File: src/rtl/param_lifo_stack.sv
// Parametrised LIFO stack for the call/return path. It has a registered pop port,
// a combinational top-of-stack peek, a replace-top operation and sticky error flags.
module param_lifo_stack #(
    parameter int DATA_W       = 4,
    parameter int DEPTH        = 16,
    parameter int AFULL_THRESH = DEPTH - 2,
    localparam int CNT_W       = $clog2(DEPTH + 1)
) (
    input  logic              clk,
    input  logic              rst,
    input  logic              push,
    input  logic              pop,
    input  logic              src_sel,
    input  logic [DATA_W-1:0] data_in,
    input  logic [DATA_W-1:0] pc_in,
    input  logic              clr_err,
    output logic [DATA_W-1:0] dout,
    output logic              dout_valid,
    output logic [DATA_W-1:0] top,
    output logic [CNT_W-1:0]  count,
    output logic              full,
    output logic              empty,
    output logic              almost_full,
    output logic              overflow,
    output logic              underflow
);

    localparam int IDX_W = $clog2(DEPTH);

    typedef enum logic [2:0] {
        OP_IDLE,
        OP_PUSH,
        OP_PUSH_FULL,
        OP_POP,
        OP_POP_EMPTY,
        OP_REPLACE,
        OP_PUSH_POP_EMPTY
    } op_t;

    logic [DATA_W-1:0] mem [DEPTH];
    logic [CNT_W-1:0]  count_q, count_nxt;
    logic [DATA_W-1:0] dout_q;
    logic              dout_valid_q;
    logic              overflow_q, underflow_q;

    logic [DATA_W-1:0] wdata;
    logic [IDX_W-1:0]  top_idx, next_idx;
    op_t               op;
    logic              mem_we;
    logic [IDX_W-1:0]  mem_waddr;
    logic              dout_load;
    logic              ovf_set, udf_set;

    assign wdata = src_sel ? data_in : pc_in;

    // Indices are only used when the guarding flag (empty/full) says they are in range.
    assign top_idx  = IDX_W'(count_q - CNT_W'(1));
    assign next_idx = IDX_W'(count_q);

    assign empty       = (count_q == '0);
    assign full        = (count_q == CNT_W'(DEPTH));
    assign almost_full = (count_q >= CNT_W'(AFULL_THRESH));
    assign top         = empty ? '0 : mem[top_idx];

    always_comb begin
        // NOTE: every combinational output gets a default first so no path infers a latch.
        op = OP_IDLE;
        unique case ({push, pop})
            2'b10:   op = full  ? OP_PUSH_FULL      : OP_PUSH;
            2'b01:   op = empty ? OP_POP_EMPTY      : OP_POP;
            2'b11:   op = empty ? OP_PUSH_POP_EMPTY : OP_REPLACE;
            default: op = OP_IDLE;
        endcase
    end

    always_comb begin
        mem_we    = 1'b0;
        mem_waddr = next_idx;
        count_nxt = count_q;
        dout_load = 1'b0;
        ovf_set   = 1'b0;
        udf_set   = 1'b0;
        unique case (op)
            OP_PUSH: begin
                mem_we    = 1'b1;
                count_nxt = count_q + CNT_W'(1);
            end
            OP_PUSH_FULL: ovf_set = 1'b1;
            OP_POP: begin
                dout_load = 1'b1;
                count_nxt = count_q - CNT_W'(1);
            end
            OP_POP_EMPTY: udf_set = 1'b1;
            OP_REPLACE: begin
                mem_we    = 1'b1;
                mem_waddr = top_idx;
                dout_load = 1'b1;
            end
            OP_PUSH_POP_EMPTY: begin
                mem_we    = 1'b1;
                count_nxt = count_q + CNT_W'(1);
                udf_set   = 1'b1;
            end
            default: ;
        endcase
    end

    // NOTE: storage has no reset; an empty stack masks stale contents through top.
    always_ff @(posedge clk) begin
        if (!rst && mem_we) begin
            mem[mem_waddr] <= wdata;
        end
    end

    // NOTE: non-blocking assignments let replace-top read the old entry in the same edge it is overwritten.
    always_ff @(posedge clk) begin
        if (rst) begin
            count_q      <= '0;
            dout_q       <= '0;
            dout_valid_q <= 1'b0;
            overflow_q   <= 1'b0;
            underflow_q  <= 1'b0;
        end else begin
            count_q      <= count_nxt;
            dout_valid_q <= dout_load;
            if (dout_load) begin
                dout_q <= mem[top_idx];
            end
            // A new error event wins over a simultaneous clear.
            overflow_q  <= ovf_set | (overflow_q  & ~clr_err);
            underflow_q <= udf_set | (underflow_q & ~clr_err);
        end
    end

    assign count      = count_q;
    assign dout       = dout_q;
    assign dout_valid = dout_valid_q;
    assign overflow   = overflow_q;
    assign underflow  = underflow_q;

endmodule
File: config.mk
export PLATFORM = sky130hd
export DESIGN_NAME = param_lifo_stack
export DESIGN_NICKNAME = d
export VERILOG_FILES = /design/src/rtl/param_lifo_stack.sv
export SDC_FILE = /design/constraint.sdc
export NUM_CORES = 1
export LEC_CHECK = 0
export ABC_AREA = 1
export CORE_MARGIN = 2
export CORE_UTILIZATION = 30
export DETAILED_ROUTE_END_ITERATION = 7
export PLACE_DENSITY_LB_ADDON = 0.08
export SETUP_SLACK_MARGIN = 0.1
export SKIP_CTS_REPAIR_TIMING = 1
export SLEW_MARGIN = 20
export SYNTH_ARGS = -nofsm -noshare
export SYNTH_HDL_FRONTEND = slang
export SYNTH_SLANG_ARGS = --single-unit
File: constraint.sdc
create_clock -name clk -period 3.5 [get_ports clk]
set_clock_uncertainty 0.2 [all_clocks]
set_input_delay 0.7 -clock clk [delete_from_list [all_inputs] [get_ports clk]]
set_output_delay 0.7 -clock clk [all_outputs]
set_load 0.1 [all_outputs]
## Word level (Yosys, flattened, before mapping)

Memory sizes are Yosys's and may differ from the RTL's.
Index checks and enable logic that the tools add are counted.

- $add $sub $neg: 2
- Eq/ne operators: 10
- Reductions and logical operators: 8
- Bitwise logic cells: 5
- Multiplexer cells: 14
- $lt $le $gt $ge: 1

Operators by type and width:

| operator | count |
|---|---|
| two-way mux 4 bit | 3 |
| one-hot mux 5 bit (2 select lines) | 1 |
| equality test 3 bit, second input constant | 3 |
| one-hot mux 3 bit (3 select lines) | 1 |
| equality test 3 x 2 -> 1 bit, second input constant | 2 |
| two-way mux 1 bit | 6 |
| OR reduction 2 bit | 3 |
| adder 5 x 1 -> 5 bit, second input constant | 1 |
| equality test 5 bit, second input constant | 1 |
| >= comparator 5 x 4 -> 1 bit, second input constant | 1 |
| logical NOT 5 bit | 1 |
| subtractor 5 x 1 -> 5 bit, second input constant | 1 |
| equality test 2 bit, second input constant | 2 |
| two-way mux 2 bit | 2 |
| equality test 3 x 1 -> 1 bit, second input constant | 1 |
| two-way mux 3 bit | 1 |
| OR reduction 3 bit | 1 |
| AND 1 bit | 2 |
| equality test 2 x 1 -> 1 bit, second input constant | 1 |
| bitwise OR 1 bit | 2 |
| nonzero test 2 bit | 1 |
| logical AND 1 bit | 1 |
| logical NOT 1 bit | 1 |
| NOT 1 bit | 1 |

- Bits of input ports: 14
- Register bits after elaboration: 12
- Memory bits (writable): 64
- Output and inout bits: 19
- Memories: 1
- Word-level logic and storage cells: 46

Memories:

| name | depth | width | read ports | clocked after memory_dff | write ports | line | RTL |
|---|---|---|---|---|---|---|---|
| mem | 16 | 4 | 1 | 0 | 1 | 40 | `logic [DATA_W-1:0] mem [DEPTH];` |

## Logic depth before layout (Yosys ltp)

Gate-level depths: netlist of the first run.

- Depth after elaboration: 9
- Gate-level depth with buffers: 11
- Mapped depth without buffers: 10

## Least setup slack after synthesis of the first run

Ideal clock, no wire load.

- Path type: register to output
- Start point: register count_q[0] (netlist: count[0])
- End point: output port top[0]
- Stages on the path, launching flop included: 10
- Arrival: 4.104 ns
- Data required time: 2.600 ns
- Setup slack: -1.504 ns
- Path through: dfxtp_1 > clkinv_1 > buf_2 > ha_1 > inv_1 > clkbuf_1 > nand2_1 > nand3_1 > nand3_1 > a21oi_1

- Cells in the longest elaborated chain, start to end: 3
- Elaborated cells on any way between the ends: 4
- Those cells by class: add/sub: 1; mux: 1; reduce/logical: 1; memory: 1

RTL lines:

| element | line | RTL |
|---|---|---|
| start: declaration | 41 | `logic [CNT_W-1:0] count_q, count_nxt;` |
| start signal: assignment | 124 | `count_q <= count_nxt;` |
| subtractor 5 x 1 -> 5 bit | n/a |  |
| memory read (16 x 4 bit) | n/a |  |
| two-way mux 4 bit (*) | 63 | `assign top = empty ? '0 : mem[top_idx];` |
| end: declaration | 19 | `output logic [DATA_W-1:0] top,` |

Mark *: on every way between the ends. The rest lies on a longest branch, timed or not.

## Final worst setup path of the first run

- Start point: register count_q[1] (netlist: count[1])
- End point: output port top[2]

The elaborated chain is that of the path after synthesis.

==> flow_metrics.py, run 1 <==
metrics = {
    "min_path": {
        "min-delay-start": "underflow",
        "hp-class": "flip-flop to flip-flop",
    },
    "sta": {
        "worstMarginPinSlew_ps": 490.7,
        "finalMaxSlewViolations": 0,
        "timing.final.ws_setup_ps": 301.2,
        "slew_headroom": 0.6713,
        "period_share": 0.9139,
        "hold_viol_final": 0,
        "max_freq_ghz": 0.3126,
        "whs_ps": 260.3,
        "rsz0062_at_grt": "true",
        "fin_tns_setup_ps": 0,
        "period_minus_slack_ps": 3199,
        "setup_viol": 0,
    },
    "yosys": {
        "synth-simple-area-share": 0.2658,
        "ys_seq_elements": 76,
        "netlist_area_sq_um": 3648,
        "synth.distinct_cells": 31,
        "synthMuxAreaShare": 0.01235,
        "yosysSeqAreaShare": 0.5926,
        "synth_warnings": 0,
        "synth_area_leader_cell": "edfxtp_1",
        "synthAdderAreaFrac": 0.01372,
        "synth_fp_nets": 402,
        "synth_xor_area_frac": 0.02298,
        "yosysTopAreaCellShare": 0.5267,
        "synth.avg_cell_area_sq_um": 9.501,
        "synth_top_family_by_area": "simple AND/OR/NAND/NOR gates",
        "syn_inst": 384,
        "ys_top_cells_by_area": "edfxtp_1 53%, nand2_1 13%, dfxtp_1 6.6%, nand3_1 5.6%, nor2_1 4.2%",
        "synth_compound_area_frac": 0.03978,
    },
    "global_route": {
        "grt_pass1_vias": 2704,
        "antenna_found_initial": 0,
        "grt_max_degree": 41,
        "grt_usage": 0.1565,
        "gr-total-overflow": 0,
        "grt_pass1_wl_mm": 15.01,
    },
    "placed_design": {
        "place_ws_ps": 426.3,
        "routabilityCongestion": 0.7627,
        "post-dp-hpwl_mm": 6.661,
        "io_buffer_count": 32,
    },
    "layout": {
        "drive_above_1_share": 0.1651,
        "fill_cells": 1190,
        "diodes": 0,
        "fin_util": 0.3758,
        "area_growth_pct": 23.22,
        "num-nets-final": 437,
    },
    "die": {
        "die_area_sq_um": 13060,
        "initial_core_util": 0.3050,
        "num_rows": 40,
        "fp.dieH_um": 114.3,
        "core_area_sq_um": 11960,
        "io_pins": 33,
        "fp.dieW_um": 114.3,
    },
    "cts": {
        "cts_tree": "done",
        "cts_max_level": 3,
        "cts_max_path_buffers": 2,
        "cts_buffers": 9,
        "clock-sinks": 76,
        "root_buffer": "clkbuf_16",
        "insertion_delay_ps": 340,
        "cts.clk_slew.worst_paths_ps": 60,
    },
    "setup_path": {
        "critical_path_class": "flip-flop to output pin",
        "crit_arrival_ps": 2300,
        "required_ps": 2600,
        "critPathCaptureType": "output pin",
        "crit_start": "count[1]",
        "start_kind": "flip-flop",
        "cp_max_fo": 15,
        "reg2reg_from": "count[0]",
    },
    "routing": {
        "wl_mm": 9.214,
        "drc_errors": 0,
        "ant_nets": 0,
        "drtPass1Iterations": 4,
        "drtIter0Drc": 228,
        "wl_per_cell_um": 16.14,
        "dr_total_vias": 2641,
        "via_per_inst": 4.625,
    },
    "outcome": {
        "status": "completed",
    },
    "run": {
        "maxCapViolCount": 0,
    },
}
==> registers in the layout, summed over array words and instances, names as in the netlist <==
register and flops:
mem 64, overflow 1, dout 4, dout_valid 1, underflow 1, count 5
==> kinds of logic after synthesis <==
| group | Yosys count |
|---|---|
| muxes | 4 |
| AOI/OAI and AO/OA | 25 |
| xor gates and xnor gates | 7 |
| and+or+nand+nor | 220 |
| DFF | 76 |
| buffers and inverters | 48 |
| adders and majority gates | 4 |
==> layout by cell type, fill, tap and decap left out, drive strengths merged <==
cell and instances:
bufinv 1, nand3 47, clkbuf 10, buf 23
clkinvlp 2, a21oi 11, dfxtp 12, clkdlybuf4s50 13
o21ai 12, clkinv 4, mux2 4, nor2 42
nand4 2, edfxtp 64, xor2 6, inv 35
a22oi 1, nor3 1, ha 4, o211ai 1
xnor2 1, nand2 128
==> Yosys cell counts <==
cell type	number
a21oi_1	10
a21oi_4	1
a22oi_1	1
buf_2	4
buf_6	1
clkbuf_1	7
clkinv_1	1
dfxtp_1	12
edfxtp_1	64
ha_1	4
inv_1	34
inv_2	1
mux2_2	4
nand2_1	125
nand2_2	1
nand2_4	1
nand2_8	1
nand3_1	41
nand3_2	4
nand3_4	2
nand4_1	2
nor2_1	41
nor2_4	1
nor3_1	1
o211ai_1	1
o21ai_0	9
o21ai_1	2
o21ai_2	1
xnor2_2	1
xor2_1	4
xor2_2	2
==> area by class of cell <==
cell class                 instances  area (sq um)  share of cell area
clock buffer                      10         229.0             0.05093
clock inverter                     6         63.81             0.01419
inverter                          36         143.9             0.03201
multi-input combinational        260          1349              0.3000
sequential                        76          2173              0.4834
tap                              147         183.9             0.04091
timing repair buffer              36         352.8             0.07849
==> per-stage QoR <==
stage	cell area, sq um	cells
2_1_floorplan	3722	384
3_3_place_gp	4195	555
3_5_place_dp	4195	555
4_1_cts	4488	571
5_1_grt	4496	571
6_report	4496	571
==> layer usage <==
metal	up-vias	wire, um	share of wire	track usage
met5	-	0	0	0
met4	0	310	0.034	0.08130
met3	21	500	0.054	0.04129
met2	70	4308	0.47	0.2480
met1	1217	4095	0.44	0.1968
li1	1333	-	-	-
==> worst paths after layout <==
check / to / slack [ps] / cells after the start
worst max-delay path: top[2] / 300 / 8
worst min register to register: underflow / 260 / 2
worst min-delay path: underflow / 260 / 2
worst max register to register: mem[8][2] / 930 / 7
==> critical path, cell delays in order (launching register included) <==
cell,delay (ps)
dfxtp_4,360
inv_1,130
ha_2,300
inv_1,350
nand2_1,100
nand3_1,130
nand3_1,170
a21oi_4,210
buf_12,190
Power of run 1 is not shown: default switching activity piles up to over one toggle a cycle in this logic, so the estimate is an artifact.
==> run 2, diff against run 1 <==
Settings changed: CAP_MARGIN from default to 20, SLEW_MARGIN 20 to 10.
Clock period 3.5 ns to 3.9 ns, I/O delays scaled along.
==> flow_metrics.py, run 2 (synthesis gave the netlist of run 1 again) <==
metrics = {
    "setup_path": {
        "crit_chain": "clkinv_1 > ha_1 > buf_4 > nor2_1 > o21ai_0 > nand3_1 > nand3_1 > a21oi_4 > buf_12",
        "start_kind": "flip-flop",
        "critPathMaxStageDelay_ps": 410,
        "cp_max_fo": 20,
        "critPathCaptureType": "output pin",
        "crit_arrival_ps": 2510,
        "required_ps": 2920,
        "reg2reg_from": "count[0]",
        "critical_path_class": "flip-flop to output pin",
        "cp_common_cell": "nand3_1",
        "crit_start": "count[0]",
        "cpMaxStageDelayCell": "ha_1",
    },
    "global_route": {
        "gr-total-overflow": 0,
        "grt_pass1_wl_mm": 15.26,
        "globalRouteMet1Util": 0.2087,
        "grt_use_met3": 0.02912,
        "grt_max_degree": 41,
        "busiest_layer": "met2",
        "grt_usage": 0.1592,
        "antenna_found_initial": 0,
        "grt_pass1_vias": 2680,
        "gr-usage-met2": 0.2623,
    },
    "die": {
        "initial_core_util": 0.3050,
        "die_area_sq_um": 13060,
        "core_area_sq_um": 11960,
        "fp.dieH_um": 114.3,
        "num_rows": 40,
        "fp.dieW_um": 114.3,
        "io_pins": 33,
    },
    "cts": {
        "cts_max_level": 3,
        "cts.clk_slew.worst_paths_ps": 60,
        "insertion_delay_ps": 330,
        "cts_max_path_buffers": 2,
        "clock-sinks": 76,
        "cts_tree": "done",
        "cts_buffers": 9,
        "root_buffer": "clkbuf_16",
    },
    "routing": {
        "wl_mm": 9.623,
        "drc_errors": 0,
        "wl_per_cell_um": 16.88,
        "drtPass1Iterations": 4,
        "dr_total_vias": 2643,
        "drtIter0Drc": 156,
        "via_per_inst": 4.637,
        "ant_nets": 0,
    },
    "sta": {
        "rsz0062_at_grt": "false",
        "period_share": 0.8943,
        "finalMaxSlewViolations": 0,
        "worstMarginPinSlew_ps": 969.5,
        "slew_headroom": 0.3516,
        "period_minus_slack_ps": 3488,
        "setup_viol": 0,
        "fin_tns_setup_ps": 0,
        "max_freq_ghz": 0.2867,
        "hold_viol_final": 0,
    },
    "layout": {
        "drive_above_1_share": 0.1300,
        "diodes": 0,
        "final_common_cell": "nand2_1",
        "fin_util": 0.3783,
        "fill_cells": 1216,
        "fin_cells": 570,
        "final_cell_mix": "125 x nand2_1, 64 x edfxtp_1, 41 x nand3_1, 41 x nor2_1, 33 x inv_1",
        "regMostFlops": "mem",
        "finalInstanceArea_sq_um": 4526,
        "num-nets-final": 436,
        "area_growth_pct": 24.04,
        "largest_reg_flops": 64,
    },
    "min_path": {
        "hp-class": "flip-flop to flip-flop",
        "min-delay-start": "overflow",
    },
    "placed_design": {
        "dp.cells": 554,
        "post-dp-hpwl_mm": 6.761,
        "routabilityCongestion": 0.7665,
        "io_buffer_count": 32,
        "place_area_sq_um": 4234,
    },
    "outcome": {
        "status": "completed",
    },
    "run": {
        "maxCapViolCount": 0,
    },
}
run 2: cell count changes in the layout (fill, tap and decap cells not counted), moves of 2 or more:
| cell | change |
|---|---|
| buf_12 | +3 |
| buf_4 | -13 |
| clkdlybuf4s50_1 | +9 |
| clkinv_2 | +2 |
| dfxtp_1 | +3 |
| dfxtp_2 | -2 |
run 2: per-layer routing:
layer / vias up / share of wire
met5: - / 0
met4: 0 / 0.020
met3: 13 / 0.036
met2: 64 / 0.49
met1: 1236 / 0.46
li1: 1330 / -
run 2: critical path: cells and delay by family (launching register included):
| family | cells | cell delay (ps) |
|---|---|---|
| flip-flops | 1 | 340 |
| AND/OR/NAND/NOR | 3 | 390 |
| AO/OA/AOI/OAI | 2 | 340 |
| buffers and inverters | 3 | 680 |
| adder cells (fa/ha/maj) | 1 | 410 |
run 2: area by class of cell:
class                           instances  area [sq um]  area share
Tap cell                              147         183.9     0.04064
Clock buffer                            9         225.2     0.04977
Sequential cell                        76          2167      0.4789
Clock inverter                          7         66.31     0.01465
Multi-Input combinational cell        260          1339      0.2958
Inverter                               36         138.9     0.03069
Timing Repair Buffer                   35         405.4     0.08958
run 2: final timing paths:
kind	end	slack, ps	depth (start not counted)
setup / recovery	top[2]	410	9
hold / removal	overflow	270	2
setup reg to reg	mem[0][1]	1080	7
hold reg to reg	overflow	270	2
run 2: metrics by stage:
stage | hold WS [ps] | setup WS [ps]
2_1_floorplan | 516.5 | 110.7
3_3_place_gp | 253.9 | 698.0
3_5_place_dp | 265.7 | 728.4
4_1_cts | 274.4 | 384.7
5_1_grt | 291.3 | 195.4
6_report | 267.5 | 412.1
Power of run 2 is left out for the same reason.
==> patch 1: new RTL, config.mk and constraints of run 2 <==
The parameter `DATA_W` goes from 4 to 3.
--- a/src/rtl/param_lifo_stack.sv
+++ b/src/rtl/param_lifo_stack.sv
@@ -3,3 +3,3 @@
 module param_lifo_stack #(
-    parameter int DATA_W       = 4,
+    parameter int DATA_W       = 3,
     parameter int DEPTH        = 16,
Interface: changed (resized data_in, dout, pc_in and top); port bits go from 33 to 29. The function was not compared with the original's and may differ.
==> patch 1 against run 2 <==
Core utilization fell by 0.22 points; area after synthesis fell by 18%; cell area fell by 19%; worst setup slack improved by 0.14 ns; routed wire length fell by 24%; cell count fell by 13%; global-route usage fell by 1.6 points; via count fell by 16%; sequential cell count fell by 17; critical path type unchanged; critical endpoint is now top[1]; highest routed layer unchanged.
Power is not shown: default switching activity piles up to over one toggle a cycle in this logic, so the estimate is an artifact.
==> patch 1: results (changes against run 2) <==
route:
  first_iter_violations: 91  # -42%
  vias_per_cell: 4.472  # -3.6%
  drt_wl_total_um: 7282  # -24%
  drtPass1Iterations: 4  # unchanged
layout:
  seq_share_pct: 45.47  # -2.4 points
  nets: 372  # -15%
  buffer_area_share_pct: 8.684  # -0.27 points
  regMostFlops: "mem"
  n_all_buffers: 31  # -11%
  largest_register_ffs: 48  # -25%
  clkCellAreaFrac_pct: 5.915  # -0.53 points
  nNonClkInverters: 36  # unchanged
  multi_input_area_share_pct: 31.66  # +2.1 points
  multiInputCombCellCount: 219  # -16%
  drive_above_1_share_pct: 16.07  # +3.1 points
  n_fill_cell: 1036  # -15%
synth:
  synth_fa_ha_area_share_pct: 1.677  # +0.31 points
  synth-xor-area-share_pct: 2.809  # +0.51 points
  synthMuxAreaShare_pct: 1.132  # -0.10 points
  async_reset_ff_share_pct: 0  # unchanged
  ys.flop_type: "edfxtp_1"
  yosys_warnings: 0  # unchanged
  synth_area_leaders: "edfxtp_1 48%, nand2_1 13%, dfxtp_1 7.4%"
  synth_commonest_cells: "101 x nand2_1, 48 x edfxtp_1, 35 x nand3_1"
  syn_nets: 340  # -15%
  synth_compound_area_share_pct: 4.906  # +0.93 points
  synth-edff-count: 48  # -25%
  synth_cell_types: 30  # -3.2%
  syn_avg_cell_area_um2: 9.210  # -3.1%
  synth_seq_area_share_pct: 55.68  # -3.6 points
clocking:
  cts_buffer_depth: 2  # unchanged
  insertion_delay_ns: 0.33  # about the same
  cts-htree-levels: 3  # unchanged
  cts_root_buf: "clkbuf_8"
  cts_made_buffers: 9  # unchanged
  cts.sinks: 59  # -22%
placed_design:
  io_buffer_count: 28  # -13%
  hpwl_um: 5180  # -23%
  placed_area_um2: 3443  # -19%
  gp_congestion: 0.7734  # +0.90%
  pre_cts_ws_ns: 0.8461  # +0.1176 ns
global_route:
  grt_max_degree: 32  # -22%
  antenna_found_initial: 0  # unchanged
  grt_first_pass_wirelength_um: 11780  # -23%
  grt_pass1_vias: 2189  # -18%
  grt.total_usage_pct: 14.34  # -1.6 points
worst_hold_path:
  holdCritStartpoint: "underflow"
  whs_endpoint: "underflow"
worst_setup_path:
  r2r_end: "mem[5][2]"
  arrival_ns: 2.37  # -0.14 ns
  rrSetupSlack_ns: 1.40  # +0.32 ns
  worstSetupEndpoint: "top[1]"
  reg2reg_depth: 8  # +1
  crit_fanout: 15  # -25%
sta:
  max_freq_mhz: 298.8  # +4.2%
  hold_slack_ns: 0.2608  # -0.006740 ns
  max_slew_margin_pct: 34.61  # -0.56 points
job:
  maxCapViolations: 0  # unchanged
status:
  status: "completed"
-- patch 1: cell count changes after synthesis, sizes merged, moves of 3 or more --
| cell | run 2 | this run |
|---|---|---|
| clkbuf | 7 | 4 |
| edfxtp | 64 | 48 |
| nand2 | 128 | 105 |
| nand3 | 47 | 41 |
| nor2 | 42 | 34 |
-- patch 1: metrics by stage --
step                      instances  util, %
after floorplan                 324        -
after global placement          478    35.39
after detailed placement        478    35.39
after CTS                       494    37.62
after global routing            494    37.62
final                           494    37.62
-- patch 1: per-layer routing --
layer / up-vias / global-route usage (%) / routed length [µm]
li1: 1122 / - / -
met2: 44 / 23.56 / 3518
met3: 6 / 3.902 / 311
met1: 1037 / 18.09 / 3358
met4: 0 / 5.309 / 93
met5: - / 0 / 0
-- patch 1: worst max-delay path, cell delays in order (launching register included) --
cell and delay, ns:
dfxtp_2 0.32, inv_2 0.23, ha_1 0.33, xor2_1 0.49
nand3_1 0.21, nand3_1 0.19, a21oi_4 0.09, buf_12 0.17
==> patch 2: new RTL, settings of run 2 <==
Made on the original files. Remove the case item `OP_PUSH` of the case on `op`.
--- a/src/rtl/param_lifo_stack.sv
+++ b/src/rtl/param_lifo_stack.sv
@@ -83,6 +83,2 @@
         unique case (op)
-            OP_PUSH: begin
-                mem_we    = 1'b1;
-                count_nxt = count_q + CNT_W'(1);
-            end
             OP_PUSH_FULL: ovf_set = 1'b1;
Formal check against the unedited RTL: not equivalent (Yosys sat finds a counterexample within 4 cycles, from zero or initial values and one cycle with rst high).
==> patch 2 against run 2 <==
First-iteration DRC count decreased by 17%; die area grew 1.5%; critical path depth is 1 lower; sequential cell count stayed put; global-route usage shrank 1.2 points; routed wire length is 3.8% lower; worst setup slack got worse by 0.13 ns; cell area up 0.19%; area after synthesis rose by 1.5%; count of clock-buffer cells in the layout up 1.
Power is left out: the tool's default activity adds up to more than one toggle a clock period on the data nets, which glitch-free logic cannot reach.
==> patch 2: results (changes against run 2) <==
status:
  status: "completed"
worst_setup_path:
  worstSetupEndpoint: "top[0]"
  r2r_end: "mem[13][2]"
  path_delay_family: "buffers and inverters"
  slowest_stage: "ha_2"
  critPathMaxStageDelay_ns: 0.59  # +0.18 ns
  arrival_ns: 2.64  # +0.13 ns
  reg2reg_depth: 6  # -1
  crit_fanout: 20  # unchanged
  rrSetupSlack_ns: 0.91  # -0.17 ns
  worstSetupStartpoint: "count[0]"
route:
  vias_per_cell: 4.529  # -2.3%
  first_iter_violations: 130  # -17%
  routedWlPerCell_um: 15.91  # -5.8%
  dr_total_vias: 2636  # -0.26%
  drtPass1Iterations: 4  # unchanged
synth:
  synth_seq_area_share_pct: 58.36  # -0.90 points
  syn_nets: 416  # +3.5%
  synth_commonest_cells: "111 x nand2_1, 64 x edfxtp_1, 60 x inv_1"
  synth_area_leaders: "edfxtp_1 52%, nand2_1 11%, nand3_1 7.8%"
  synth-edff-count: 64  # unchanged
  postSynthCellCount: 398  # +3.6%
  ys.flop_type: "edfxtp_1"
  synth_cell_types: 28  # -9.7%
  yosys_warnings: 0  # unchanged
  async_reset_ff_share_pct: 0  # unchanged
placed_design:
  io_buffer_count: 32  # unchanged
  placed_cells: 565  # +2.0%
  hpwl_um: 6423  # -5.0%
  gp_congestion: 0.8427  # +9.9%
  pre_cts_ws_ns: 0.3917  # -0.3367 ns
  placed_area_um2: 4213  # -0.50%
layout:
  n_fill_cell: 1224  # +0.66%
  nets: 448  # +2.8%
  drive_above_1_share_pct: 14.25  # +1.3 points
  n_antenna_cell: 0  # unchanged
  largest_register_ffs: 64  # unchanged
  regMostFlops: "mem"
sta:
  period_needed_ns: 3.620  # +0.1322 ns
  max_slew_margin_pct: 33.97  # -1.2 points
global_route:
  grt_max_degree: 38  # -7.3%
  antenna_found_initial: 0  # unchanged
  grt_pass1_vias: 2674  # -0.22%
  grt.total_usage_pct: 14.72  # -1.2 points
  grt_first_pass_wirelength_um: 14290  # -6.3%
clocking:
  insertion_delay_ns: 0.33  # about the same
  cts_buffer_depth: 2  # unchanged
  cts-htree-levels: 3  # unchanged
  cts_made_buffers: 9  # unchanged
  cts.reportedPaths.clkPinSlew_ns: 0.06  # about the same
  cts_root_buf: "clkbuf_16"
worst_hold_path:
  hp-class: "flip-flop to flip-flop"
floorplanning:
  start_util_pct: 30.84  # +0.34 points
[patch 2: cell type report]
type	instances	area, µm²	area share [%]
Sequential cell	76	2167	47.79
Multi-Input combinational cell	241	1250	27.57
Timing Repair Buffer	34	377.9	8.333
Inverter	68	262.8	5.795
Clock buffer	10	229.0	5.050
Tap cell	147	183.9	4.056
Clock inverter	6	63.81	1.407
[patch 2: worst min path at each step]
stage | from | to | slack (ns) | depth (start not counted)
2_1_floorplan | mem[15][0] | dout[0] | 0.59 | 8
4_1_cts | overflow | overflow | 0.27 | 2
5_1_grt | overflow | overflow | 0.31 | 2
6_report | overflow | overflow | 0.27 | 2
3_5_place_dp | overflow | overflow | 0.26 | 2
3_3_place_gp | underflow | underflow | 0.26 | 2
[patch 2: metal layers]
| layer | track usage [%] | wire (µm) | vias to the layer above |
|---|---|---|---|
| li1 | - | - | 1340 |
| met5 | 0 | 0 | - |
| met3 | 3.216 | 429 | 7 |
| met2 | 24.12 | 4382 | 63 |
| met4 | 5.863 | 129 | 0 |
| met1 | 19.00 | 4315 | 1226 |
[patch 2: kinds of logic after synthesis]
| kind of cell | count (synthesis) | synth area share [%] |
|---|---|---|
| DFF | 76 | 58.36 |
| buffers and inverters | 81 | 9.186 |
| AOI/OAI and AO/OA | 14 | 2.263 |
| xor gates and xnor gates | 3 | 1.621 |
| adders and majority gates | 4 | 1.351 |
| and+or+nand+nor | 216 | 26.01 |
| muxes | 4 | 1.216 |
[patch 2: worst min-delay path: cells and delay by family (launching register included)]
family          cells  cell delay, ns
flops               1            0.31
compound gates      1            0.05
simple gates        1            0.06
